<file path="src/rtl/serial_to_parallel_pkg.sv">
// ============================================================================
// Module : serial_to_parallel_pkg
// Brief  : Shared state encoding and counter-width helper for the deserializer.
// Rev    : 1.0 - initial release
// ============================================================================
`default_nettype none

package serial_to_parallel_pkg;

    typedef enum logic [0:0] {
        RECV = 1'b0,
        SEND = 1'b1
    } state_e;

    function automatic int calc_cw(input int m);
        return (m > 1) ? $clog2(m) : 1;
    endfunction

endpackage

`default_nettype wire

</file>
<file path="src/rtl/serial_to_parallel_bank.sv">
// ============================================================================
// Module : serial_to_parallel_bank
// Brief  : M x N slot registers written one at a time by index, read flattened.
// Rev    : 1.0 - initial release
// ============================================================================
`default_nettype none

module serial_to_parallel_bank #(
    parameter int N  = 32,
    parameter int M  = 8,
    parameter int CW = 3
)(
    input  logic           clk,
    input  logic           reset,
    input  logic           i_we,
    input  logic [CW-1:0]  i_idx,
    input  logic [N-1:0]   i_data,
    output logic [M*N-1:0] o_flat
);

    generate
        for (genvar gi = 0; gi < M; gi++) begin : g_slot
            logic [N-1:0] r_slot;

            always_ff @(posedge clk or negedge reset) begin
                if (!reset) begin
                    r_slot <= '0;
                end else if (i_we && (i_idx == CW'(gi))) begin
                    r_slot <= i_data;
                end
            end

            assign o_flat[gi*N +: N] = r_slot;
        end
    endgenerate

endmodule

`default_nettype wire

</file>
<file path="src/rtl/serial_to_parallel.sv">
// ============================================================================
// Module : serial_to_parallel
// Brief  : Collects M N-bit val/rdy words into one M*N-bit val/rdy beat.
//          SERIAL_TO_PARALLEL_OVERLAP_EN enables zero-bubble SEND->RECV turnaround.
// Rev    : 1.0 - initial release
// ============================================================================
`default_nettype none

module serial_to_parallel
    import serial_to_parallel_pkg::*;
#(
    parameter  int N  = 32,
    parameter  int M  = 8,
    localparam int CW = calc_cw(M)
)(
    input  logic           clk,
    input  logic           reset,
    input  logic           recv_val,
    output logic           recv_rdy,
    input  logic [N-1:0]   recv_msg,
    output logic           send_val,
    input  logic           send_rdy,
    output logic [M*N-1:0] send_msg,
    output logic [CW-1:0]  count
);

    state_e        r_state;
    logic [CW-1:0] r_count;
    logic          r_live;
    logic          w_in_fire;
    logic          w_out_fire;
    logic          w_last;

    // r_live keeps recv_rdy low during reset and until the first clean edge
    assign send_val = (r_state == SEND);
`ifdef SERIAL_TO_PARALLEL_OVERLAP_EN
    assign recv_rdy = r_live & ((r_state == RECV) | send_rdy);
`else
    assign recv_rdy = r_live & (r_state == RECV);
`endif

    assign w_in_fire  = recv_val & recv_rdy;
    assign w_out_fire = send_val & send_rdy;
    assign w_last     = (r_count == CW'(M - 1));
    assign count      = r_count;

    always_ff @(posedge clk or negedge reset) begin
        if (!reset) begin
            r_live  <= 1'b0;
            r_state <= RECV;
            r_count <= '0;
        end else begin
            r_live <= 1'b1;
            case (r_state)
                RECV: begin
                    if (w_in_fire) begin
                        if (w_last) begin
                            r_count <= '0;
                            r_state <= SEND;
                        end else begin
                            r_count <= r_count + 1'b1;
                        end
                    end
                end
                SEND: begin
                    if (w_out_fire) begin
                        r_state <= RECV;
                        r_count <= '0;
`ifdef SERIAL_TO_PARALLEL_OVERLAP_EN
                        // Word accepted alongside the output lands in slot 0
                        if (w_in_fire) begin
                            if (M == 1) begin
                                r_state <= SEND;
                            end else begin
                                r_count <= CW'(1);
                            end
                        end
`endif
                    end
                end
                default: r_state <= RECV;
            endcase
        end
    end

    serial_to_parallel_bank #(
        .N  (N),
        .M  (M),
        .CW (CW)
    ) u_bank (
        .clk    (clk),
        .reset  (reset),
        .i_we   (w_in_fire),
        .i_idx  (r_count),
        .i_data (recv_msg),
        .o_flat (send_msg)
    );

endmodule

`default_nettype wire

</file>
<file path="config.mk">
export PLATFORM = sky130hd
export DESIGN_NAME = serial_to_parallel
export DESIGN_NICKNAME = d
export VERILOG_FILES = /design/src/rtl/serial_to_parallel_pkg.sv /design/src/rtl/serial_to_parallel_bank.sv /design/src/rtl/serial_to_parallel.sv
export SDC_FILE = /design/constraint.sdc
export NUM_CORES = 1
export LEC_CHECK = 0
export ABC_AREA = 1
export CAP_MARGIN = 10
export CORE_ASPECT_RATIO = 0.7
export CORE_MARGIN = 3
export CORE_UTILIZATION = 53
export CTS_CLUSTER_DIAMETER = 120
export DETAILED_ROUTE_END_ITERATION = 7
export PLACE_DENSITY = 0.95
export REMOVE_ABC_BUFFERS = 1
export SYNTH_ARGS = -nofsm -noshare
export SYNTH_HDL_FRONTEND = slang
export SYNTH_SLANG_ARGS = --single-unit
</file>
<file path="constraint.sdc">
create_clock -name clk -period 3.7 [get_ports clk]
set_input_delay 1.11 -clock clk [delete_from_list [all_inputs] [get_ports clk]]
set_output_delay 1.11 -clock clk [all_outputs]
set_load 0.02 [all_outputs]
</file>
======== Word-level counts from Yosys, hierarchy flattened ========
Cells that the tools add are included.
storage, ports and cells
  logic and storage cells ................. 43
  ROM bits ................................ 0
  bits in latches ......................... 0
  output and inout port bits .............. 261
  RAM bits ................................ 0
  input port bits ......................... 36
  memories kept ........................... 0
  register bits after elaboration ......... 261
cells by class
  bitwise gates (word level) .............. 4
  multiplexer cells ....................... 8
  magnitude comparators ................... 0
  add/sub/neg operators ................... 1
  div/mod/pow operators ................... 0
  equality and inequality tests ........... 9
  shift operators ......................... 0
  reductions and logical operators ........ 10
  multipliers ............................. 0
operator list
  operator               count
  $eq A3 B3 Y1 const B   4
  $mux W3                3
  $logic_and A1 B1 Y1    8
  $eq A3 B2 Y1 const B   2
  $pmux W3 S2            1
  $ne A2 B1 Y1 const B   2
  $add A3 B1 Y3 const B  1
  $and A1 B1 Y1          3
  $eq A3 B1 Y1 const B   1
  $logic_not A3 Y1       1
  $mux W1                3
  $pmux W1 S2            1
  $reduce_and A2 Y1      1
  $not A1 Y1             1

======== Longest topological paths before layout ========
Gate-level depths: netlist of run 1.
  depth in word-level cells ............... 5
  depth in mapped cells ................... 8
  mapped depth without buffers ............ 7

======== Hierarchy ========
From an unflattened synthesis of run 1, not the netlist that was laid out.
second synthesis, totals
  cells, all modules ...................... 1174
  area, all modules ....................... 10239.8 sq um
by module, submodules not included
  module                   sequential area each (sq um)  instances  area an instance (sq um)  cells each
  serial_to_parallel_bank  6406.1                        1          9985.8                    1145
  serial_to_parallel       125.1                         1          254.0                     29

======== Worst setup path after synthesis of run 1 ========
OpenSTA, ideal clock, no wires.
  kind .................................... input to register
  start point ............................. in recv_val
  end point ............................... reg u_bank.g_slot[0].r_slot[0]
  slack ................................... 1.643 ns
  stages on the path ...................... 6
  setup time .............................. 0.120 ns
  buffers on the path ..................... 3
  required time ........................... 3.580 ns
  arrival time ............................ 1.936 ns
  cell sequence ........................... buf_2 > nand3_4 > buf_6 > buf_6 > o21bai_2 > nand2_1
between the ends
  word-level cells in the longest chain between the ends .. 2
ends and longest elaborated chain
  element               line                           source
  from (decl)           serial_to_parallel.sv:18       input logic recv_val,
  $and A1 B1 Y1         serial_to_parallel.sv:42       assign w_in_fire = recv_val & recv_rdy;
  $logic_and A1 B1 Y1   serial_to_parallel_bank.sv:28  end else if (i_we && (i_idx == CW'(gi))) begin
  to (signal assigned)  serial_to_parallel_bank.sv:29  r_slot <= i_data;
  to (decl)             serial_to_parallel_bank.sv:23  logic [N-1:0] r_slot;
Every way passes these cells.
A chain may end at the register's enable or synchronous reset.

======== Worst setup path in the final report of run 1 ========
  start point ............................. reg r_state, in the netlist send_val
  end point ............................... out recv_rdy
between the ends
  word-level cells in the longest chain between the ends .. 2
ends and longest elaborated chain
  element                 line                      source
  from (decl)             serial_to_parallel.sv:27  state_e r_state;
  from (signal assigned)  serial_to_parallel.sv:50  r_state <= RECV;
  from (signal assigned)  serial_to_parallel.sv:59  r_state <= SEND;
  from (signal assigned)  serial_to_parallel.sv:67  r_state <= RECV;
  $not A1 Y1              -
  $and A1 B1 Y1           serial_to_parallel.sv:39  assign recv_rdy = r_live & (r_state == RECV);
  to (decl)               serial_to_parallel.sv:19  output logic recv_rdy,
Every way passes these cells.

==> run_results.csv, run 1 <==
group,metric,value,unit
power_and_ir_drop,sequentialPowerShare,33.6,%
cts,cts_tree,"done",
place,port_buffers,296,
layout,final_nets,1565,
power_and_ir_drop,switching_share,39.5,%
synthesis,synth-adder-area-share,0.666,%
cts,post_cts_resized,0,
grt,grt_first_pass_wirelength,60400,um
critical_path,critPathLaunchType,"flop",
critical_path,crit_buf_inv,1,
cts,insertion_delay,520,ps
routing,vias_per_cell,5.58,
cts,cts_hold_buf,0,
synthesis,syn_area,0.0113,sq mm
grt,antenna_found_initial,0,
cts,path_clk_slew,60,ps
synthesis,synthMuxAreaShare,0,%
critical_path,end_kind,"output pin",
power_and_ir_drop,power,14.6,mW
die,start_util,55.4,%
synthesis,synthDistinctLibCells,19,
cts,htree_levels,1,
die,ios,297,
routing,wl,39400,um
synthesis,yosys.area_share.simple,23.9,%
synthesis,ys_warn_count,0,
routing,wl_per_cell,21.7,um
cts,cts_buffers,25,
timing,period_needed,3140,ps
cts,cts_buffer_depth,3,
power_and_ir_drop,vdd_drop_max,0.000602,V
timing,setup_violations,0,
layout,layout_commonest_cell,"nand2_1",
cts,cts_root_buffer,"clkbuf_16",
power_and_ir_drop,p_clk_share,19.3,%
place,placed_cells,1766,
critical_path,cp_slowest_stage_delay,710,ps
routing,vias,10100,
place,hpwl,24900,um
synthesis,synth-xor-area-share,0,%
timing,fin_crit_sh,84.8,%
routing,ant_nets,0,
die,die_h,128,um
run,maxCapViolCount,0,
cts,cts_setup_buffers,0,
timing,max-slew-margin-rel,24.7,%
layout,fillers,1233,
timing,rsz0062_at_grt,"no",
layout,final_cell_mix,"nand2_1 (677), clkdlybuf4s50_1 (295), dfrtp_1 (261)",
die,dieWidth,180,um
critical_path,required,2590,ps
routing,drc_errors,0,
power_and_ir_drop,intPower,8.83,mW
timing,fin_ws,561,ps
grt,grt_start_max_net_pins,103,
grt,grt_usage,33.7,%
layout,drive_gt1_share,11.7,%
timing,finalHoldViolations,0,
cts,clock-sinks,261,
die,die-area,0.0231,sq mm
critical_path,crit_arrival,2030,ps
grt,gr-total-overflow,0,
power_and_ir_drop,switching_power,5.77,mW
timing,skew,14.8,ps
die,core_area,0.0203,sq mm
critical_path,crit_family,"buffers and inverters",
timing,fmax,319,MHz
critical_path,crit_type,"reg -> out",
synthesis,synth_top_family_by_area,"simple AND/OR/NAND/NOR gates",
timing,fin_tns_setup,0,ps
routing,first_pass_iters,6,
power_and_ir_drop,p_leak,7.79,nW
synthesis,avgSynthCellArea,8.91,sq um
die,row_count,43,
timing,slew_violations,0,
layout,area_delta_synth_final,36.1,%
place,dpl_worst_slack,370,ps
synthesis,synth_cells,1265,
synthesis,synth-compound-area-share,9.46,%
critical_path,path_cells,"nor2_2, clkdlybuf4s50_1",
place,globalplace.congestion,0.853,
layout,antennaDiodeCount,0,
critical_path,crit_slowest_cell,"clkdlybuf4s50_1",
outcome,status,"finished clean",
synthesis,ys_seq_area_share,57.9,%
layout,fin_util,75.4,%
grt,grt_pass1_vias,10600,
layout,layoutNonFillerInstCount,1812,
critical_path,critPathMaxFanout,7,
synthesis,ys_ff_latch,261,
power_and_ir_drop,p_per_area,952,mW/mm^2
worst_hold_path,hold_class,"reg -> reg",
routing,first_iter_violations,891,
timing,worst_pin_slew,1130,ps
power_and_ir_drop,combPwrFrac,47.1,%
==> sequential cells by signal, summed over array words and instances (netlist names) <==
register	flops
count	3
r_live	1
send_val	1
u_bank.g_slot.r_slot	256
==> stage by stage <==
stage / cell area, sq um / hold slack (ps)
finish: 15300 / 471
global placement: 14400 / 454
CTS: 15300 / 475
global route: 15300 / 498
floorplan: 10800 / 584
detailed placement: 14400 / 458
==> synthesized netlist by cell type <==
cell type  instances  area, sq um
nand2_1          680         2550
ha_1               6         75.1
buf_2             48          240
o21ai_1            1         5.00
conb_1             1         3.75
buf_6             10          113
buf_4              7         52.6
o21bai_1           8         60.1
o21bai_2          88          991
dfrtp_1          261         6530
nand3_1           10         50.1
nor2_4             3         33.8
nor2_2             6         37.5
inv_1            105          394
clkbuf_1          26         97.6
inv_2              1         3.75
o21ai_0            2         10.0
clkbuf_2           1         5.00
nand3_4            1         17.5
==> final timing paths <==
path,startpoint,end,slack (ps),depth (start not counted)
worst max-delay path,send_val$_DFF_PN0_,recv_rdy,560,2
max in group asynchronous,reset,u_bank.g_slot[4].r_slot[30]$_DFFE_PN0P_,2140,2
worst min register to register,u_bank.g_slot[5].r_slot[11]$_DFFE_PN0P_,u_bank.g_slot[5].r_slot[11]$_DFFE_PN0P_,470,2
min in group asynchronous,reset,u_bank.g_slot[7].r_slot[19]$_DFFE_PN0P_,630,1
worst min-delay path,u_bank.g_slot[5].r_slot[11]$_DFFE_PN0P_,u_bank.g_slot[5].r_slot[11]$_DFFE_PN0P_,470,2
worst max register to register,count[0]$_DFFE_PN0P_,u_bank.g_slot[6].r_slot[14]$_DFFE_PN0P_,1230,7
==> worst reg2reg max path, cell delays in order, from the launching register on <==
cell and delay [ps]:
dfrtp_1 440, inv_1 120, ha_1 200, nand2_1 110, inv_1 90, nand3_2 850
nand2_1 400, nand2_1 120
==> metal layers <==
metal / up-vias / GRT usage (%) / wire length [um]
met2: 727 / 55.8 / 18500
li1: 4281 / - / -
met1: 4952 / 41.8 / 14500
met4: 0 / 15.1 / 1630
met5: - / 0 / 0
met3: 159 / 9.53 / 4740
==> layout make-up <==
| class | instances | area (sq um) | area share, % |
|---|---|---|---|
| Sequential cell | 261 | 6530 | 42.6 |
| Multi-Input combinational cell | 806 | 3890 | 25.4 |
| Timing Repair Buffer | 323 | 3260 | 21.2 |
| Clock buffer | 34 | 739 | 4.82 |
| Inverter | 106 | 398 | 2.59 |
| Tap cell | 270 | 338 | 2.20 |
| Clock inverter | 12 | 181 | 1.18 |
==> power by group through the flow <==
stage / Combinational (mW) / Clock (mW) / Sequential, mW
2_1_floorplan: 1.81 / 0 / 6.25
3_3_place_gp: 6.52 / 0 / 4.79
3_5_place_dp: 6.79 / 0 / 4.85
4_1_cts: 6.88 / 2.84 / 4.88
5_1_grt: 7.28 / 2.95 / 5.01
6_report: 6.88 / 2.82 / 4.91
==> logic make-up (layout without fill, tap and decap cells) <==
family                   count (synthesis)  count (layout)
AND/OR/NAND/NOR                        700             700
flip-flops                             261             261
buffers and inverters                  198             475
AO/OA/AOI/OAI                           99              99
adder cells (fa/ha/maj)                  6               6
other                                    1               1
No activity file was read; power rests on OpenSTA's default activity.
==> run 2, diff against run 1 <==
- CORE_UTILIZATION: 53 -> 44
- PLACE_DENSITY: 0.95 -> 0.85
- clock period: 3.7 -> 2.85 ns (I/O delays scaled with it)
==> run 2 against run 1 <==
Global-route usage shrank 6.6 points. Via count shrank 5.6%. Hold slack lost 150 ps. First-iteration DRC count shrank 44%. Highest routed layer unchanged. Largest cell class unchanged.
==> run_results.csv, run 2 (synthesized netlist as in run 1, its figures left out) <==
group,metric,value,unit
outcome,status,"finished clean",
timing,finalHoldViolations,0,
cts,cts_hold_buf,0,
grt,grt_usage,27.1,%
routing,vias,9551,
cts,clock-sinks,261,
grt,grt_start_max_net_pins,76,
timing,fin_ws,284,ps
power_and_ir_drop,p_clk_share,18.4,%
power_and_ir_drop,sequentialPowerShare,34.0,%
die,row_count,48,
power_and_ir_drop,switching_power,7.25,mW
grt,antenna_found_initial,0,
layout,layout_commonest_cell,"nand2_1",
cts,insertion_delay,520,ps
critical_path,critPathLaunchType,"flop",
layout,largest_reg_flops,256,
layout,layoutNonFillerInstCount,1877,
die,start_util,45.2,%
cts,cts_buffers,25,
power_and_ir_drop,p_per_area,1200,mW/mm^2
layout,seqCellArea,0.00653,sq mm
cts,cts_buffer_depth,3,
power_and_ir_drop,intPower,11.3,mW
critical_path,end_kind,"output pin",
routing,wl,37400,um
routing,first_iter_violations,495,
layout,fin_util,62.2,%
place,globalplace.congestion,0.821,
power_and_ir_drop,combPwrFrac,47.6,%
power_and_ir_drop,p_leak,7.86,nW
timing,max-slew-margin-rel,44.7,%
layout,multiInputGateArea,0.00389,sq mm
timing,setup_violations,0,
cts,post_cts_resized,0,
place,dpl_worst_slack,290,ps
grt,grt_first_pass_wirelength,58300,um
layout,top_register,"u_bank.g_slot.r_slot",
die,ios,297,
worst_hold_path,hold_class,"in -> async",
routing,first_pass_iters,5,
layout,final_nets,1577,
layout,fillers,1920,
grt,grt_pass1_vias,10000,
die,die-area,0.0276,sq mm
die,core_area,0.0249,sq mm
critical_path,path_cells,"nor2_2, clkdlybuf4s50_1",
cts,path_clk_slew,60,ps
cts,cts_setup_buffers,0,
place,placed_cells,1833,
routing,drc_errors,0,
critical_path,crit_arrival,1710,ps
grt,gr-total-overflow,0,
power_and_ir_drop,vdd_drop_max,0.000760,V
power_and_ir_drop,switching_share,39.1,%
timing,slew_violations,0,
timing,fmax,390,MHz
layout,final_cell_mix,"nand2_1 (677), clkdlybuf4s50_1 (295), dfrtp_1 (261)",
cts,cts_root_buffer,"clkbuf_16",
routing,wl_per_cell,20.0,um
run,maxCapViolCount,0,
routing,vias_per_cell,5.09,
cts,cts_tree,"done",
timing,worst_pin_slew,826,ps
layout,antennaDiodeCount,0,
layout,area_delta_synth_final,37.4,%
routing,ant_nets,0,
timing,period_needed,2570,ps
die,die_h,140,um
critical_path,cp_slowest_stage_delay,630,ps
die,dieWidth,197,um
critical_path,r2r_cells,7,
place,hpwl,24300,um
timing,fin_crit_sh,90.0,%
critical_path,critPathMaxFanout,4,
critical_path,required,2000,ps
place,port_buffers,296,
critical_path,crit_slowest_cell,"clkdlybuf4s50_1",
timing,rsz0062_at_grt,"no",
layout,drive_gt1_share,12.2,%
critical_path,crit_type,"reg -> out",
cts,htree_levels,1,
timing,skew,8.26,ps
-- run 2: power groups by stage --
stage | combinational (mW) | sequential [mW] | clock (mW)
floorplan | 2.35 | 8.11 | 0
global placement | 8.60 | 6.23 | 0
detailed placement | 8.81 | 6.29 | 0
CTS | 8.88 | 6.29 | 3.47
global route | 9.43 | 6.47 | 3.62
finish | 8.83 | 6.31 | 3.42
-- run 2: final cells by class --
type | count | share of cell area (%)
Sequential cell | 261 | 42.2
Clock buffer | 35 | 4.80
Tap cell | 325 | 2.62
Timing Repair Buffer | 335 | 22.1
Multi-Input combinational cell | 806 | 25.1
Inverter | 106 | 2.57
Clock inverter | 9 | 0.614
-- run 2: path summary, 6_finish.rpt --
check	slack, ps	end	start
worst min register to register	470	u_bank.g_slot[6].r_slot[27]$_DFFE_PN0P_	u_bank.g_slot[6].r_slot[27]$_DFFE_PN0P_
worst max-delay path	280	recv_rdy	send_val$_DFF_PN0_
worst min-delay path	320	u_bank.g_slot[7].r_slot[11]$_DFFE_PN0P_	reset
max in group asynchronous	1760	u_bank.g_slot[6].r_slot[1]$_DFFE_PN0P_	reset
min in group clk	470	u_bank.g_slot[6].r_slot[27]$_DFFE_PN0P_	u_bank.g_slot[6].r_slot[27]$_DFFE_PN0P_
worst max register to register	740	u_bank.g_slot[1].r_slot[12]$_DFFE_PN0P_	count[1]$_DFFE_PN0P_
-- run 2: metrics by stage --
stage	cell area [sq um]	power [mW]	hold slack, ps	setup TNS, ps
final	15500	18.6	323	0
after global routing	15500	19.5	359	0
after CTS	15500	18.6	338	0
after detailed placement	14700	15.1	459	0
after global placement	14700	14.8	454	0
after floorplan	10800	10.5	559	-74100
-- run 2: per-layer routing --
metal | track usage [%] | vias up | wire, um
met5 | 0 | - | 0
met4 | 9.15 | 0 | 1250
met3 | 7.12 | 85 | 3900
met2 | 43.7 | 496 | 17000
met1 | 35.9 | 4668 | 15300
li1 | - | 4302 | -
-- run 2: worst max-delay path: cells and delay by family, from the launching register on --
family / cells / cell delay, ps
DFF: 1 / 420
buffers and inverters: 1 / 630
and+or+nand+nor: 1 / 150
